**src/rtl/fpu_round_pipe.sv**
```systemverilog
// Two-stage rounder/packer for the FPU result path: RN/RTZ rounding, IEEE packing,
// overflow/underflow/inexact flags and a sticky flag accumulator.
module fpu_round_pipe #(
  parameter int unsigned EXP_W    = 8,
  parameter int unsigned FRAC_W   = 23,
  parameter int unsigned IN_EXP_W = 11
) (
  input  logic                      clk,
  input  logic                      rst,
  input  logic                      i_valid,
  output logic                      i_ready,
  input  logic                      i_rm,
  input  logic                      i_sign,
  input  logic [IN_EXP_W-1:0]       i_exp,
  input  logic [FRAC_W+1:0]         i_frac,
  input  logic                      i_is_zero,
  input  logic                      i_is_inf,
  input  logic                      i_is_nan,
  output logic                      o_valid,
  input  logic                      o_ready,
  output logic [EXP_W+FRAC_W:0]     o_val,
  output logic [2:0]                o_flags,
  input  logic                      i_flag_clr,
  output logic [2:0]                o_flags_acc
);

  localparam int unsigned BW    = IN_EXP_W + 2;
  localparam int unsigned VAL_W = 1 + EXP_W + FRAC_W;

  localparam logic [BW-1:0]     BIAS     = BW'((1 << (EXP_W - 1)) - 1);
  localparam logic [BW-1:0]     EXP_TOP  = BW'((1 << EXP_W) - 1);
  localparam logic [EXP_W-1:0]  EXP_ONES = {EXP_W{1'b1}};
  localparam logic [EXP_W-1:0]  EXP_MAXF = EXP_W'((1 << EXP_W) - 2);
  localparam logic [FRAC_W-1:0] FRAC_ONE = {FRAC_W{1'b1}};

  typedef struct packed {
    logic              sign;
    logic              rm;
    logic              is_nan;
    logic              is_inf;
    logic              is_zero;
    logic [BW-1:0]     biased;
    logic [FRAC_W-1:0] frac;
    logic              inc;
    logic              inexact_raw;
  } s1_t;

  logic              s1_load_c;
  logic              s2_load_c;
  logic              s1_valid_d, s1_valid_q;
  s1_t               s1_d, s1_q;
  logic              s2_valid_d, s2_valid_q;
  logic [VAL_W-1:0]  val_d, val_q;
  logic [2:0]        flags_d, flags_q;
  logic [2:0]        acc_d, acc_q;
  logic [FRAC_W:0]   sum_c;
  logic [BW-1:0]     exp_c;
  logic              ovf_c;

  // Pipeline advance: a stage loads when empty or when its successor loads.
  always_comb begin
    s2_load_c = !s2_valid_q || o_ready;
    s1_load_c = !s1_valid_q || s2_load_c;
  end

  assign i_ready = s1_load_c;

  // Stage 1: bias the exponent and decide the rounding increment.
  always_comb begin
    s1_valid_d = s1_valid_q;
    s1_d       = s1_q;
    if (s1_load_c) begin
      s1_valid_d = i_valid;
      if (i_valid) begin
        s1_d.sign        = i_sign;
        s1_d.rm          = i_rm;
        s1_d.is_nan      = i_is_nan;
        s1_d.is_inf      = i_is_inf;
        s1_d.is_zero     = i_is_zero;
        s1_d.biased      = {{2{i_exp[IN_EXP_W-1]}}, i_exp} + BIAS;
        s1_d.frac        = i_frac[FRAC_W+1:2];
        s1_d.inc         = !i_rm && i_frac[1] && (i_frac[0] || i_frac[2]);
        s1_d.inexact_raw = i_frac[1] || i_frac[0];
      end
    end
  end

  // Stage 2: apply the increment, handle specials/range and pack.
  always_comb begin
    sum_c      = {1'b0, s1_q.frac} + (FRAC_W+1)'(s1_q.inc);
    exp_c      = s1_q.biased + BW'(sum_c[FRAC_W]);
    ovf_c      = $signed(exp_c) >= $signed(EXP_TOP);
    s2_valid_d = s2_valid_q;
    val_d      = val_q;
    flags_d    = flags_q;
    if (s2_load_c) begin
      s2_valid_d = s1_valid_q;
      if (s1_valid_q) begin
        flags_d = 3'b000;
        if (s1_q.is_nan) begin
          val_d = {s1_q.sign, EXP_ONES, 1'b0, FRAC_ONE[FRAC_W-2:0]};
        end else if (s1_q.is_inf) begin
          val_d = {s1_q.sign, EXP_ONES, FRAC_W'(0)};
        end else if (s1_q.is_zero) begin
          val_d = {s1_q.sign, EXP_W'(0), FRAC_W'(0)};
        end else if ($signed(s1_q.biased) <= $signed(BW'(0))) begin
          // No denormal output: tiny results flush to signed zero.
          val_d   = {s1_q.sign, EXP_W'(0), FRAC_W'(0)};
          flags_d = 3'b011;
        end else if (ovf_c) begin
          flags_d = 3'b101;
          val_d   = s1_q.rm ? {s1_q.sign, EXP_MAXF, FRAC_ONE}
                            : {s1_q.sign, EXP_ONES, FRAC_W'(0)};
        end else begin
          val_d   = {s1_q.sign, exp_c[EXP_W-1:0], sum_c[FRAC_W-1:0]};
          flags_d = {2'b00, s1_q.inexact_raw};
        end
      end
    end
  end

  // Sticky accumulator: a same-cycle clear happens before the beat's flags are ORed in.
  always_comb begin
    acc_d = acc_q;
    if (i_flag_clr) begin
      acc_d = 3'b000;
    end
    if (s2_valid_q && o_ready) begin
      acc_d = acc_d | flags_q;
    end
  end

  always_ff @(posedge clk or posedge rst) begin
    if (rst) begin
      s1_valid_q <= 1'b0;
      s1_q       <= '0;
      s2_valid_q <= 1'b0;
      val_q      <= '0;
      flags_q    <= 3'b000;
      acc_q      <= 3'b000;
    end else begin
      s1_valid_q <= s1_valid_d;
      s1_q       <= s1_d;
      s2_valid_q <= s2_valid_d;
      val_q      <= val_d;
      flags_q    <= flags_d;
      acc_q      <= acc_d;
    end
  end

  assign o_valid     = s2_valid_q;
  assign o_val       = val_q;
  assign o_flags     = flags_q;
  assign o_flags_acc = acc_q;

endmodule

```
**config.mk**
```make
export PLATFORM = sky130hd
export DESIGN_NAME = fpu_round_pipe
export DESIGN_NICKNAME = d
export VERILOG_FILES = /design/src/rtl/fpu_round_pipe.sv
export SDC_FILE = /design/constraint.sdc
export NUM_CORES = 1
export LEC_CHECK = 0
export BUFFER_PORTS_ARGS = -buffer_cell sky130_fd_sc_hd__buf_2
export CAP_MARGIN = 10
export CORE_MARGIN = 4
export CORE_UTILIZATION = 51
export CTS_BUF_LIST = sky130_fd_sc_hd__clkbuf_2 sky130_fd_sc_hd__clkbuf_4 sky130_fd_sc_hd__clkbuf_8
export DETAILED_ROUTE_END_ITERATION = 8
export PLACE_DENSITY = 0.78
export SLEW_MARGIN = 20
export SYNTH_ARGS = -nofsm -noshare
export SYNTH_HDL_FRONTEND = slang
export SYNTH_SLANG_ARGS = --single-unit
```
**constraint.sdc**
```tcl
create_clock -name clk -period 3.9 [get_ports clk]
set_clock_uncertainty 0.05 [all_clocks]
set_input_delay 0.585 -clock clk [delete_from_list [all_inputs] [get_ports clk]]
set_output_delay 0.585 -clock clk [all_outputs]
set_load 0.01 [all_outputs]
```
; ---- Word level (Yosys, flattened, before mapping)
; Index checks and enable logic that the tools add are counted.
[op_classes]
n_div = 0
eq_ne = 0
order_cmp = 2
n_mux = 13
mul = 0
add_sub_neg = 3
reduce_logical = 12
n_shift = 0
n_bitwise = 1
[op_table]
columns = cell, n
row1 = $mux 31, 5
row2 = $add 23x1->24, 1
row3 = $mux 24, 1
row4 = $mux 3, 7
row5 = $add 13x1->13, 1
row6 = $ge 13x9->1 const B, 1
row7 = $le 13x1->1 const B, 1
row8 = $add 11x8->12 const B, 1
row9 = $logic_or 1x1->1, 4
row10 = $reduce_and 2->1, 2
row11 = $logic_and 1x1->1, 3
row12 = $logic_not 1->1, 3
row13 = $or 3x3->3, 1
[totals]
input_bits = 46
ram_bits = 0
n_memories = 0
regBits = 83
wordCells = 45
latch_bits = 0
out_inout_bits = 40
rom_bits = 0

; ---- Depth between registers and ports, before layout
[logic_depth]
word_depth = 8
ltp_mapped = 15
ltp_nobuf = 13

; ---- Worst setup path after synthesis
; No wires, ideal clock.
[synth_timing]
kind = register to register
start = register s1_q[1] (netlist name)
end = register val_q[17] (netlist: o_val[17])
path_stages_with_launch = 16
arrival_ns = 3.185
required_ns = 3.763
period_less_slack_ns = 3.322
setup_slack_ns = 0.578
n_path_buf = 2
setup_ns = 0.087
cell_sequence = dfrtp_1 -> ha_1 -> and4_1 -> nand4_1 -> nor3_2 -> and3_1 -> ha_1 -> ha_1 -> buf_2 -> nand2_1 -> o31a_2 -> o22ai_1 -> nand3_1 -> and4_4 -> buf_6 -> a211oi_2
[synth_via]
elab_chain_len = 8
[synth_lines]
columns = element, line_no
row1 = start: declaration, 51  ; s1_t s1_d, s1_q;
row2 = start signal: assignment, 136  ; s1_q <= '0;
row3 = start signal: assignment, 143  ; s1_q <= s1_d;
row4 = $add 23x1->24 *, 90  ; sum_c = {1'b0, s1_q.frac} + (FRAC_W+1)'(s1_q.inc);
row5 = $add 13x1->13, 91  ; exp_c = s1_q.biased + BW'(sum_c[FRAC_W]);
row6 = $ge 13x9->1, 92  ; ovf_c = $signed(exp_c) >= $signed(EXP_TOP);
row7 = $mux 31 *, 110  ; end else if (ovf_c) begin
row8 = $mux 31 *, 106  ; end else if ($signed(s1_q.biased) <= $signed(BW'(0))) begin
row9 = $mux 31 *, 104  ; end else if (s1_q.is_zero) begin
row10 = $mux 31 *, 102  ; end else if (s1_q.is_inf) begin
row11 = $mux 31 *, 100  ; if (s1_q.is_nan) begin
row12 = end signal: assignment, 145  ; val_q <= val_d;
row13 = end: declaration, 53  ; logic [VAL_W-1:0] val_d, val_q;
; Every way passes the cells marked *; elsewhere a longest branch is shown, timed or not.
; A chain may end at the register's enable or synchronous reset.

; ---- Final worst setup path
[layout_timing]
start = register s1_q[1] (netlist name)
end = register val_q[13] (netlist: o_val[13])
; Same word-level chain as after synthesis.

==> reports/results.txt <==
status - complete, no violations
worst reg2reg path depth - 13
required time of the critical path - 4.08 ns
Comb pwr share - 0.248
Async S/R FF share, synth - 1.00
core outline area - 7890 um2
period utilisation layout - 0.919
Slowest cell on crit path - and4_4
cts repair resizes - 0
flops & latches, synth - 82
Critical path origin - s1_q[1]
vias in the first global route - 3,285
cell area after synthesis - 4220 um2
pins over their slew limit - 0
Reg2Reg Setup Slack - 0.32 ns
final setup fails - 0
Synth Area in XOR/XNOR - 0.0748
Die H - 98.9 um
Synth Area in Simple Gates - 0.158
CTS tree - yes
Antenna Cells - 0
layout cell share with drive strength beyond 1 - 0.353
largest family of logic cells by synthesized area - simple AND/OR/NAND/NOR gates
drt via density - 5.58
dpl cells - 568
1st-iter DRT viols - 120
cell row count - 32
Max-Cap Viols - 0
clock-pin slew on the worst setup and hold paths - 0.09 ns
# clock sinks - 82
cell family with most CP delay - simple AND/OR/NAND/NOR gates
fin worst setup slack - 0.317 ns
transition time of the tightest slew-check pin - 0.843 ns
Syn Area/Cell - 10.7 um2
GP Congestion - 0.862
Worst Setup Start Kind - flip-flop
hold crit path type - in2async
fin util - 0.624
antenna violations before repair - 0
post-synthesis mux area share - 0.0748
clock share of power - 0.280
Worst Path Buf+Inv - 0
filler instances - 658
remaining routing DRC violations - 0
CTS Hold Bufs - 0
Port Buffer Count - 85
CTS H-tree lvls - 3
largest net degree at the start of global routing - 52
switching power - 814 uW
Adder-Cell Fraction of Synth Area - 0.0148
Syn Inst Count - 395
Max Root-Sink Buffers - 2
die width - 98.9 um
maximum fanout along the worst path - 22
Worst path max stage delay - 0.52 ns
root buffer cell - clkbuf_8
Sequential Power Share - 0.472
RR Endpoint - o_val[13]
post-synth net total - 446
Global Route Usage Sum - 0.201
CP cell instances - ha_1, and4_1, nand4_1, nor3_2, and3_1, ha_1, ha_1, a21oi_1, mux2_2, a32o_1, nand3_1, and4_4, a211oi_2
Worst Setup Path Type - reg2reg
die area - 9780 um2
DR pass1 iterations - 4
Ys Warns - 0
VDD IR max - 0.000194 V
Top cell by count, worst path - ha_1
average wire per standard cell - 16.4 um
complex-gate fraction of the synthesized area - 0.150
first-pass GRT wire length - 15.8 mm
internal power - 1680 uW
cell area power density - 508 nW/um2
RSZ-0062 raised after global routing - no
Area Overhead vs Synth - 16.7%
Seq/Total Area, Yosys - 0.487
EDFF count, synth - 0
initial core utilization - 0.534
Post-synth top flop - dfrtp_1
Setup Buffers After CTS - 0
FF-to-FF Start - s1_q[1]
pre-CTS WS - 0.352 ns
Synth cell types - 51
drt total wl - 9.56 mm
Pleak - 0.00209 uW
Clk Latency, worst-skew pair - 0.37 ns
IO Count - 86
arrival time at the worst endpoint - 3.77 ns
setup TNS - 0 ns
TritonCTS Buffers - 9
fmax - 279 MHz
Finished Layout Cells - 584
grt ovf - 0
antenna-violating nets left - 0
Period minus WS final - 3.58 ns
final hold viol count - 0
post-DP HPWL - 7.00 mm
Slew headroom - 0.437
switching share of power - 0.326
via count - 3,261
nets - 528
critical path capture point type - flip-flop
-- worst max path at each step --
stage,endpoint,cells after the start
floorplan,o_val[17],15
global placement,o_val[8],13
detailed placement,o_val[18],13
CTS,o_val[13],13
global route,o_val[2],13
finish,o_val[13],13
-- Yosys cell counts, types with 10 or more instances --
cell,instances,area share
dfrtp_1,82,0.49
inv_1,13,0.012
nand3_1,14,0.017
nor2_1,37,0.033
xor2_1,16,0.033
xnor2_1,20,0.042
nand2_1,38,0.034
mux2_2,28,0.075
a211oi_2,22,0.065
o21ai_0,26,0.031
clkbuf_1,10,0.0089
-- layout make-up --
class / count / area [um2] / area share
Timing Repair Buffer: 91 / 470 / 0.0956
Clock inverter: 6 / 88.8 / 0.0181
Multi-Input combinational cell: 280 / 1990 / 0.405
Clock buffer: 10 / 138 / 0.0280
Sequential cell: 82 / 2050 / 0.417
Inverter: 13 / 50.0 / 0.0102
Tap cell: 102 / 128 / 0.0259
-- state kept, by name (all words and copies together), names as in the netlist --
register	flops
o_flags_acc	3
o_flags	3
s1_valid_q	1
o_val	32
s1_q	42
o_valid	1
-- stage by stage --
step / power [uW] / hold slack [ns] / cell area, um2
after global routing: 2640 / 0.373 / 4920
after floorplan: 1580 / 0.383 / 4220
after global placement: 1790 / 0.396 / 4690
after detailed placement: 1820 / 0.412 / 4690
final: 2500 / 0.298 / 4920
after CTS: 2520 / 0.325 / 4920
-- kinds of logic after synthesis --
group | after synthesis
AOI/OAI and AO/OA | 77
muxes | 28
xor gates and xnor gates | 36
buffers and inverters | 33
adders and majority gates | 5
and+or+nand+nor | 134
DFF | 82
-- worst reg2reg max path: stages, from the launching register on --
cell	delay, ns
dfrtp_1	0.36
ha_1	0.20
and4_1	0.24
nand4_1	0.17
nor3_2	0.24
and3_1	0.20
ha_1	0.24
ha_1	0.33
a21oi_1	0.09
mux2_2	0.27
a32o_1	0.22
nand3_1	0.19
and4_4	0.52
a211oi_2	0.14
-- cells in the final DEF, fill, tap and decap left out, types with 3 or more instances in the layout --
cell type and instances:
a21oi_1 3, buf_2 85, buf_4 6, nand2_1 37
xor2_1 16, dfrtp_1 82, nor4_1 3, nand2b_1 4
a211oi_2 22, nand3_1 14, nor3_1 8, xnor2_1 20
and4_1 4, and3_1 3, o21ai_1 3, o21ai_0 26
clkbuf_8 10, a31oi_1 8, inv_1 12, mux2_2 28
nand4_1 8, ha_1 5, nor2_1 37
-- power by group through the flow --
stage | clock [uW] | sequential, uW | combinational (uW)
2_1_floorplan | 0 | 1200 | 385
3_3_place_gp | 0 | 1190 | 604
3_5_place_dp | 0 | 1190 | 625
4_1_cts | 708 | 1180 | 628
5_1_grt | 747 | 1200 | 686
6_report | 701 | 1180 | 619
-- routing by layer --
| layer | global-route usage | part of all wire | vias to the layer above |
|---|---|---|---|
| met5 | 0 | 0 | - |
| met4 | 0.0788 | 0.019 | 0 |
| met3 | 0.0396 | 0.047 | 12 |
| met2 | 0.310 | 0.48 | 80 |
| met1 | 0.279 | 0.46 | 1610 |
| li1 | - | - | 1559 |
Note: power is estimated with default switching activity, not from simulation.
